## src/rtl/cdc_test_pkg.sv

```systemverilog
// Shared definitions for the command/response loopback test: sequencer states,
// opcodes, and the payload LFSR and expected-response helpers.
package cdc_test_pkg;

    typedef enum logic [1:0] {
        ST_IDLE  = 2'd0,
        ST_RUN   = 2'd1,
        ST_DRAIN = 2'd2,
        ST_DONE  = 2'd3
    } seq_state_t;

    localparam logic [7:0] OPC_CMD      = 8'h01;
    localparam logic [7:0] OPC_RESP_BIT = 8'h80;

    // Taps 16,14,13,11 of a right-shifting Fibonacci LFSR land on bits 0,2,3,5.
    localparam logic [15:0] LFSR_TAPS = 16'h002D;

    function automatic logic [15:0] lfsr_next(input logic [15:0] v);
        return {^(v & LFSR_TAPS), v[15:1]};
    endfunction

    function automatic logic [31:0] expected_resp(input logic [7:0] tag, input logic [15:0] payload);
        return {OPC_CMD | OPC_RESP_BIT, tag, ~payload};
    endfunction

endpackage

```

## src/rtl/lfsr16.sv

```systemverilog
// 16-bit Fibonacci LFSR with synchronous reload and single-step advance.
module lfsr16
    import cdc_test_pkg::*;
#(
    parameter logic [15:0] RESET_VALUE = 16'hACE1
) (
    input  logic        clk,
    input  logic        rst_n,
    input  logic        enable,
    input  logic        load,
    input  logic [15:0] seed,
    output logic [15:0] value
);

    logic [15:0] value_reg;

    always_ff @(posedge clk or negedge rst_n) begin
        if (!rst_n) begin
            value_reg <= RESET_VALUE;
        end else if (load) begin
            value_reg <= seed;
        end else if (enable) begin
            value_reg <= lfsr_next(value_reg);
        end
    end

    assign value = value_reg;

endmodule

```

## src/rtl/cmd_test_sequencer.sv

```systemverilog
// Issues a run of LFSR-payload commands into the command FIFO under an outstanding
// window, checks every looped-back response in order, and reports the outcome.
module cmd_test_sequencer
    import cdc_test_pkg::*;
#(
    parameter int          NUM_CMDS        = 16,
    parameter int          MAX_OUTSTANDING = 8,
    parameter int          TIMEOUT_CYC     = 4096,
    parameter logic [15:0] LFSR_SEED       = 16'hACE1
) (
    input  logic        clk,
    input  logic        rst_n,
    input  logic        start,
    input  logic        cmd_fifo_full,
    output logic        cmd_fifo_wr_en,
    output logic [31:0] cmd_fifo_wr_data,
    input  logic        resp_fifo_empty,
    input  logic [31:0] resp_fifo_rd_data,
    output logic        resp_fifo_rd_en,
    output logic        busy,
    output logic        done,
    output logic        success,
    output logic [7:0]  error_count,
    output logic        timeout
);

    localparam int         TW        = $clog2(TIMEOUT_CYC + 1);
    localparam logic [7:0] NUM_C     = 8'(NUM_CMDS);
    localparam logic [8:0] MAX_OUT_C = 9'(MAX_OUTSTANDING);
    localparam logic [TW-1:0] TIMEOUT_C = TW'(TIMEOUT_CYC);

    seq_state_t    state_reg, state_next;
    logic          start_d_reg;
    logic [7:0]    tx_cnt_reg, rx_cnt_reg, rx_issued_reg;
    logic          rd_valid_reg;
    logic [7:0]    error_count_reg;
    logic          timeout_reg;
    logic [TW-1:0] tmo_cnt_reg;

    logic          start_edge;
    logic          run_load;
    logic          rd_ok;
    logic          tmo_hit;
    logic          compare;
    logic          mismatch;
    logic [8:0]    outstanding;
    logic [15:0]   issue_value, check_value;

    lfsr16 #(.RESET_VALUE(LFSR_SEED)) u_issue_lfsr (
        .clk    (clk),
        .rst_n  (rst_n),
        .enable (cmd_fifo_wr_en),
        .load   (run_load),
        .seed   (LFSR_SEED),
        .value  (issue_value)
    );

    lfsr16 #(.RESET_VALUE(LFSR_SEED)) u_check_lfsr (
        .clk    (clk),
        .rst_n  (rst_n),
        .enable (compare),
        .load   (run_load),
        .seed   (LFSR_SEED),
        .value  (check_value)
    );

    assign start_edge  = start & ~start_d_reg;
    assign outstanding = {1'b0, tx_cnt_reg} - {1'b0, rx_issued_reg};
    // Bounding on accepted reads keeps us from ever popping past the last response.
    assign rd_ok       = !resp_fifo_empty && (rx_issued_reg < NUM_C);
    assign busy        = (state_reg == ST_RUN) || (state_reg == ST_DRAIN);
    assign done        = (state_reg == ST_DONE);
    assign success     = done && (error_count_reg == 8'd0) && !timeout_reg;
    assign error_count = error_count_reg;
    assign timeout     = timeout_reg;
    assign tmo_hit     = busy && (tmo_cnt_reg == TIMEOUT_C);
    assign compare     = rd_valid_reg && busy;
    assign mismatch    = resp_fifo_rd_data != expected_resp(rx_cnt_reg, check_value);
    assign cmd_fifo_wr_data = cmd_fifo_wr_en ? {OPC_CMD, tx_cnt_reg, issue_value} : 32'd0;

    always_ff @(posedge clk or negedge rst_n) begin
        if (!rst_n) begin
            state_reg <= ST_IDLE;
        end else begin
            state_reg <= state_next;
        end
    end

    always_comb begin
        state_next      = state_reg;
        run_load        = 1'b0;
        cmd_fifo_wr_en  = 1'b0;
        resp_fifo_rd_en = 1'b0;
        case (state_reg)
            ST_IDLE, ST_DONE: begin
                if (start_edge) begin
                    state_next = ST_RUN;
                    run_load   = 1'b1;
                end
            end
            ST_RUN: begin
                cmd_fifo_wr_en  = !cmd_fifo_full && (tx_cnt_reg < NUM_C) && (outstanding < MAX_OUT_C);
                resp_fifo_rd_en = rd_ok;
                if (tmo_hit) begin
                    state_next = ST_DONE;
                end else if (tx_cnt_reg == NUM_C) begin
                    state_next = ST_DRAIN;
                end
            end
            ST_DRAIN: begin
                resp_fifo_rd_en = rd_ok;
                if (tmo_hit) begin
                    state_next = ST_DONE;
                end else if ((rx_cnt_reg == NUM_C) && !rd_valid_reg) begin
                    state_next = ST_DONE;
                end
            end
            default: state_next = ST_IDLE;
        endcase
    end

    always_ff @(posedge clk or negedge rst_n) begin
        if (!rst_n) begin
            start_d_reg     <= 1'b0;
            tx_cnt_reg      <= 8'd0;
            rx_cnt_reg      <= 8'd0;
            rx_issued_reg   <= 8'd0;
            rd_valid_reg    <= 1'b0;
            error_count_reg <= 8'd0;
            timeout_reg     <= 1'b0;
            tmo_cnt_reg     <= '0;
        end else begin
            start_d_reg <= start;
            if (run_load) begin
                tx_cnt_reg      <= 8'd0;
                rx_cnt_reg      <= 8'd0;
                rx_issued_reg   <= 8'd0;
                rd_valid_reg    <= 1'b0;
                error_count_reg <= 8'd0;
                timeout_reg     <= 1'b0;
                tmo_cnt_reg     <= '0;
            end else begin
                if (cmd_fifo_wr_en) begin
                    tx_cnt_reg <= tx_cnt_reg + 8'd1;
                end
                if (resp_fifo_rd_en) begin
                    rx_issued_reg <= rx_issued_reg + 8'd1;
                end
                rd_valid_reg <= resp_fifo_rd_en;
                if (compare) begin
                    rx_cnt_reg <= rx_cnt_reg + 8'd1;
                    if (mismatch && (error_count_reg != 8'hFF)) begin
                        error_count_reg <= error_count_reg + 8'd1;
                    end
                end
                if (cmd_fifo_wr_en || resp_fifo_rd_en) begin
                    tmo_cnt_reg <= '0;
                end else if (busy && !tmo_hit) begin
                    tmo_cnt_reg <= tmo_cnt_reg + 1'b1;
                end
                if (tmo_hit) begin
                    timeout_reg <= 1'b1;
                end
            end
        end
    end

endmodule

```

## config.mk

```make
export PLATFORM = sky130hd
export DESIGN_NAME = cmd_test_sequencer
export DESIGN_NICKNAME = d
export VERILOG_FILES = /design/src/rtl/cdc_test_pkg.sv /design/src/rtl/lfsr16.sv /design/src/rtl/cmd_test_sequencer.sv
export SDC_FILE = /design/constraint.sdc
export NUM_CORES = 1
export LEC_CHECK = 0
export ABC_AREA = 1
export CAP_MARGIN = 30
export CORE_AREA = 3 3 126 128
export CTS_BUF_LIST = sky130_fd_sc_hd__clkbuf_16
export DETAILED_ROUTE_END_ITERATION = 8
export DIE_AREA = 0 0 129 131
export GPL_TIMING_DRIVEN = 0
export HOLD_SLACK_MARGIN = 0.15
export MAX_ROUTING_LAYER = met4
export PLACE_DENSITY = 0.68
export SKIP_CTS_REPAIR_TIMING = 1
export SKIP_LAST_GASP = 1
export SYNTH_ARGS = -nofsm -noshare
export SYNTH_HDL_FRONTEND = slang
export SYNTH_SLANG_ARGS = --single-unit
```

## constraint.sdc

```tcl
create_clock -name clk -period 3.2 [get_ports clk]
set_clock_uncertainty 0.2 [all_clocks]
set_input_delay 0.32 -clock clk [delete_from_list [all_inputs] [get_ports clk]]
set_output_delay 0.32 -clock clk [all_outputs]
set_load 0.02 [all_outputs]
```

==> Word-level counts from Yosys, hierarchy flattened <==
Cells that the tools add are included.
{ "totals": {"out_inout_bits": 46, "inputBits": 37, "register_bits": 82, "wordCells": 95} }
{ "classes": {"addsub": 6, "eq_ne": 11, "n_reduce_logical": 31, "order_cmp": 3, "mux": 30, "bitwise": 3} }
{ "op_table": {"columns": ["operator", "count"], "rows": [
  ["2-to-1 mux 8 bit", 9],
  ["2-to-1 mux 16 bit", 4],
  ["2-to-1 mux 13 bit", 3],
  ["adder 8 x 1 -> 8 bit, second input constant", 4],
  ["inequality test 32 bit", 1],
  ["parity 16 bit", 2],
  ["2-to-1 mux 25 bit", 1],
  ["equality test 8 x 5 -> 1 bit, second input constant", 2],
  ["< comparator 8 x 5 -> 1 bit, second input constant", 2],
  ["inverter 16 bit", 1],
  ["adder 13 x 1 -> 13 bit, second input constant", 1],
  ["equality test 13 bit, second input constant", 1],
  ["logical AND 1 bit", 10],
  ["2-to-1 mux 2 bit", 5],
  ["nonzero test 2 bit", 5],
  ["< comparator 9 x 4 -> 1 bit, second input constant", 1],
  ["subtractor 8 x 8 -> 9 bit", 1],
  ["zero test 8 bit", 1],
  ["inequality test 8 bit, second input constant", 1],
  ["2-to-1 mux 1 bit", 7],
  ["inequality test 3 x 2 -> 1 bit, second input constant", 2],
  ["one-hot mux 2 bit (3 select lines)", 1],
  ["zero test 1 bit", 5],
  ["equality test 2 bit, second input constant", 2],
  ["other kinds (10)", 12]
]} }

==> Longest topological paths before layout <==
Gate-level depths: netlist (run 1).
{ "logic_depth": {"depth_word": 8, "ltp_mapped": 15, "depth_no_buf": 15} }

==> Hierarchy <==
Synthesis (run 1) repeated with hierarchy kept, for this count alone.
{ "unflattened": {"cells_unflattened": 732, "area_unflattened_um2": 5378.9} }
{ "by_module_without_submodules": {"columns": ["mod", "cells_each", "seq_area_each_um2", "area_per_inst_um2", "n_inst"], "rows": [
  ["cmd_test_sequencer", 554, 1251.2, 3792.4, 1],
  ["lfsr16", 89, 410.4, 793.3, 2]
]} }

==> Worst setup path after synthesis (run 1) <==
No wires, ideal clock.
{ "synth_path": {"path_kind": "register -> output", "startpoint": "register tx_cnt_reg[2]", "endpoint": "output cmd_fifo_wr_data[24]", "t_arrival_ps": 2034, "required_time_ps": 2680, "stages_incl_launch_ff": 13, "slack_ps": 646, "path_buffers": 2, "cell_sequence": "dfrtp_1 ha_1 a21oi_1 nand2_1 nand2_1 nand2_1 nand2_1 nand2_2 nor2_4 nand3_4 buf_6 inv_1 buf_4"} }
{ "synth_between": {"elab_chain_len": 5, "elab_cells_between_ends": 7, "cone_classes": "add/sub (1); order compare (2); mux (2); reduce/logical (2)"} }
{ "synth_lines": {"columns": ["item", "line", "source"], "rows": [
  ["start: declaration", "cmd_test_sequencer.sv:34", "logic [7:0] tx_cnt_reg, rx_cnt_reg, rx_issued_reg;"],
  ["start signal: assignment", "cmd_test_sequencer.sv:144", "tx_cnt_reg <= tx_cnt_reg + 8'd1;"],
  ["subtractor 8 x 8 -> 9 bit / < comparator 8 x 5 -> 1 bit (equally long branches)", "cmd_test_sequencer.sv:68, cmd_test_sequencer.sv:102", null],
  ["< comparator 9 x 4 -> 1 bit / logical AND 1 bit (equally long branches)", "cmd_test_sequencer.sv:102", "cmd_fifo_wr_en = !cmd_fifo_full && (tx_cnt_reg < NUM_C) && (outstanding < MAX_OUT_C);"],
  ["logical AND 1 bit (*)", "cmd_test_sequencer.sv:102", null],
  ["2-to-1 mux 1 bit (*)", "cmd_test_sequencer.sv:94", "case (state_reg)"],
  ["named net cmd_fifo_wr_en", "cmd_test_sequencer.sv:15", "output logic cmd_fifo_wr_en,"],
  ["2-to-1 mux 25 bit (*)", "cmd_test_sequencer.sv:79", "assign cmd_fifo_wr_data = cmd_fifo_wr_en ? {OPC_CMD, tx_cnt_reg, issue_value} : 32'd0;"],
  ["end: declaration", "cmd_test_sequencer.sv:16", "output logic [31:0] cmd_fifo_wr_data,"]
]} }
Mark *: on every way through the listed nets, which the timed path passes. The rest lies on a longest branch.

==> Worst setup path in the final report (run 1) <==
{ "layout_path": {"startpoint": "register tx_cnt_reg[5]", "endpoint": "output cmd_fifo_wr_data[17]"} }
{ "layout_between": {"elab_chain_len": 5, "elab_cells_between_ends": 7, "cone_classes": "add/sub (1); order compare (2); mux (2); reduce/logical (2)"} }
{ "layout_lines": {"columns": ["item", "line"], "rows": [
  ["subtractor 8 x 8 -> 9 bit / < comparator 8 x 5 -> 1 bit (equally long branches)", "cmd_test_sequencer.sv:68, cmd_test_sequencer.sv:102"],
  ["< comparator 9 x 4 -> 1 bit / logical AND 1 bit (equally long branches)", "cmd_test_sequencer.sv:102"],
  ["logical AND 1 bit (*)", "cmd_test_sequencer.sv:102"],
  ["2-to-1 mux 1 bit (*)", "cmd_test_sequencer.sv:94"],
  ["2-to-1 mux 25 bit (*)", "cmd_test_sequencer.sv:79"]
]} }
Every way passes the cells marked *; elsewhere a longest branch is shown, timed or not.

==> results.toml, run 1 <==
[floorplanning]
die_x_um = 129
initial_core_util = 0.354
placeableCoreArea_um2 = 15000
chipHeight_um = 131
fp-row-count = 45
design.die.area_um2 = 16900
number_of_placed_i_o_pins = 83

[sta]
achievable-frequency_mhz = 332
period_needed_ps = 3010
setup_viol = 0
post-route-period-util = 0.941
holdWs_ps = 258
tightest_slew_ps = 606
unrepaired_setup_endpoints_after_global_routing = "false"
hold_viol_final = 0
max_slew_margin = 0.596
final-max-slew-violation-count = 0
layout_setup_ws_ps = 189

[pwr]
internal-power_w = 0.00293
power_leakage_nw = 3.64
vdd_ir_drop_max_mv = 0.300
p_seq_frac = 0.319
total_switching_power_w = 0.00189
power.share.combinational = 0.417
clockPowerShare = 0.263
power-per-cell-area_nw_per_um2 = 715
power_switching_share = 0.392

[global_routing]
grt_usage = 0.151
grt_start_max_net_pins = 56
wire_length_of_the_first_global_routing_pass_um = 20300
grt_pass1_vias = 4393
antenna_found_initial = 0
global_route.overflow_total = 0

[setup_path]
critical_path_peak_fanout = 10
critPathSlowestCell = "sky130_fd_sc_hd__dfrtp_1"
timing.critical_path.arrival_ps = 2490
reg2reg_slack_ps = 670
worst_setup_path_startpoint = "tx_cnt_reg[5]"
slowest_delay_ps = 410
timing.critical_path.to = "cmd_fifo_wr_data[17]"
setup.worst_path.end_class = "primary output"
timing.critical_path.mode_cell = "sky130_fd_sc_hd__nand2_1"
rr_endpoint = "u_issue_lfsr.value[12]"
path_class = "reg2out"
worst_r2r_path_depth = 8
required_ps = 2680
timing.critical_path.from_type = "flip-flop"
critical_path.cell_chain = "ha_1, nand2_1, inv_1, a21oi_2, nand2_1, nand2_1, nand2_1, nor2_2, nand3_4, buf_6, nor2_1, dlymetal6s2s_1"
crit-reg2reg-launch = "state_reg[0]"

[placed_design]
port_buffers = 71
place_congestion = 0.844
placement.setup.worst_slack_ps = 7.18
place.detailed.hpwl_um = 9150

[route]
dr.first_iter.drc_count = 253
finalWirelength_um = 12100
routed-via-count = 4559
detail_route.first_pass.iterations = 4
drt_drc_violations_left = 0
antenna_violating_nets_post_route = 0
detail_route.wl_per_cell_um = 12.4
via_per_inst = 4.67

[synthesis]
yosys_register_bits = 82
synth_seq_area_share = 0.391
synthesis.yosys.warnings = 0
synth-edff-count = 0
synthFlopType = "sky130_fd_sc_hd__dfrtp_1"
post_synth_num_cell_types = 41
netlist_area_um2 = 5300
ys_async_sr_fraction = 1.00
syn_inst = 689
syn-mean-instance-area_um2 = 7.69

[finish]
antenna_cells = 0
post_route_cells_drive_above_1_share = 0.137
layout_common_cells = "sky130_fd_sc_hd__nand2_1, sky130_fd_sc_hd__inv_1, sky130_fd_sc_hd__nor2_1, sky130_fd_sc_hd__dfrtp_1, sky130_fd_sc_hd__nand3_1"
layout-area-overhead-vs-synth_pct = 27.0
fin_nets = 839
fillers = 1499
seq_area_um2 = 2070
mostFrequentLayoutCell = "sky130_fd_sc_hd__nand2_1"
multi_input_comb_area_um2 = 2620

[run_status]
outcome = "completed"

[cts]
cts_sinks = 82
cts_buffers = 9
cts-root-to-sink-buffers = 2
clock-root-buffer = "sky130_fd_sc_hd__clkbuf_16"
path_clk_slew_ps = 60
htree_levels = 3
clk-insertion-delay-late_ps = 340
tritoncts = "done"

[min_path]
hold_path.class = "in2async"

[run]
cap_violations = 0
[area by class of cell]
class	count	share of cell area
Sequential cell	82	0.308
Inverter	121	0.0675
Buffer	29	0.0324
Clock inverter	7	0.0210
Tap cell	188	0.0350
Timing Repair Buffer	73	0.112
Multi-Input combinational cell	467	0.390
Clock buffer	9	0.0335
[critical path: cells and delay by family (launching register included)]
| family | cells | cell delay [ps] |
|---|---|---|
| fa+ha+maj | 1 | 390 |
| buf+inv | 3 | 460 |
| flops | 1 | 410 |
| simple gates | 7 | 730 |
| compound gates | 1 | 150 |
[how the worst min path moves through the flow]
stage                          start          endpoint  slack [ps]  depth (start not counted)
global route                   rst_n    error_count[3]         300                          2
CTS                            rst_n    error_count[4]        -290                          1
floorplan                      rst_n    error_count[0]        -180                          0
global placement    rx_issued_reg[3]  rx_issued_reg[4]         260                          2
detailed placement             rst_n    error_count[4]          70                          1
finish                         rst_n    error_count[4]         260                          2
[cells by family (layout without fill, tap and decap cells)]
kind of cell | count (synthesis) | after routing | synth area share
other cells | 1 | 11 | 0.000708
buf+inv | 150 | 239 | 0.127
simple gates | 349 | 349 | 0.317
compound gates | 49 | 49 | 0.0550
fa+ha+maj | 19 | 19 | 0.0449
xor+xnor | 39 | 39 | 0.0645
flops | 82 | 82 | 0.391
[metal layers]
metal | GRT usage | wire length, µm | part of all wire | up-vias
met5 | - | 0 | 0 | -
met4 | 0.0525 | 188 | 0.015 | 0
met1 | 0.195 | 5590 | 0.46 | 2121
met2 | 0.250 | 5920 | 0.49 | 77
li1 | - | - | - | 2350
met3 | 0.0159 | 450 | 0.037 | 11
[cells in the mapped netlist, types with 14 or more instances]
cell type	number	area, µm²
sky130_fd_sc_hd__nand2_1	133	499
sky130_fd_sc_hd__inv_1	117	439
sky130_fd_sc_hd__nor2_1	68	255
sky130_fd_sc_hd__dfrtp_1	66	1650
sky130_fd_sc_hd__nand3_1	61	305
sky130_fd_sc_hd__nand4_1	33	206
sky130_fd_sc_hd__xor2_1	24	210
sky130_fd_sc_hd__ha_1	19	238
sky130_fd_sc_hd__o21ai_0	17	85.1
sky130_fd_sc_hd__dfstp_2	16	420
sky130_fd_sc_hd__xnor2_1	15	131
sky130_fd_sc_hd__a21oi_1	14	70.1
[power groups by stage]
stage          clock network [W]  logic, W  registers [W]
6_report                 0.00127   0.00201        0.00154
5_1_grt                  0.00132   0.00228        0.00157
4_1_cts                  0.00129   0.00202        0.00153
3_5_place_dp                   0   0.00200        0.00155
3_3_place_gp                   0   0.00197        0.00154
2_1_floorplan                  0   0.00150        0.00151
[through the flow]
step                power, W   util  TNS (ps)  std cells  instance area [µm²]
global placement     0.00351  0.419   -103060        958                 6280
finish               0.00481  0.449         0        976                 6730
detailed placement   0.00355  0.421         0        959                 6310
global route         0.00517  0.449         0        976                 6730
floorplan            0.00301      -         0        699                 5340
CTS                  0.00484  0.446     -6880        975                 6670
(Power assumes the default switching activity.)
==> run 2, diff against run 1 <==
- CTS_CLUSTER_DIAMETER: default -> 50
==> results of run 2 <==
Same layout as run 1: the final DEF is identical, and so are final timing and power.
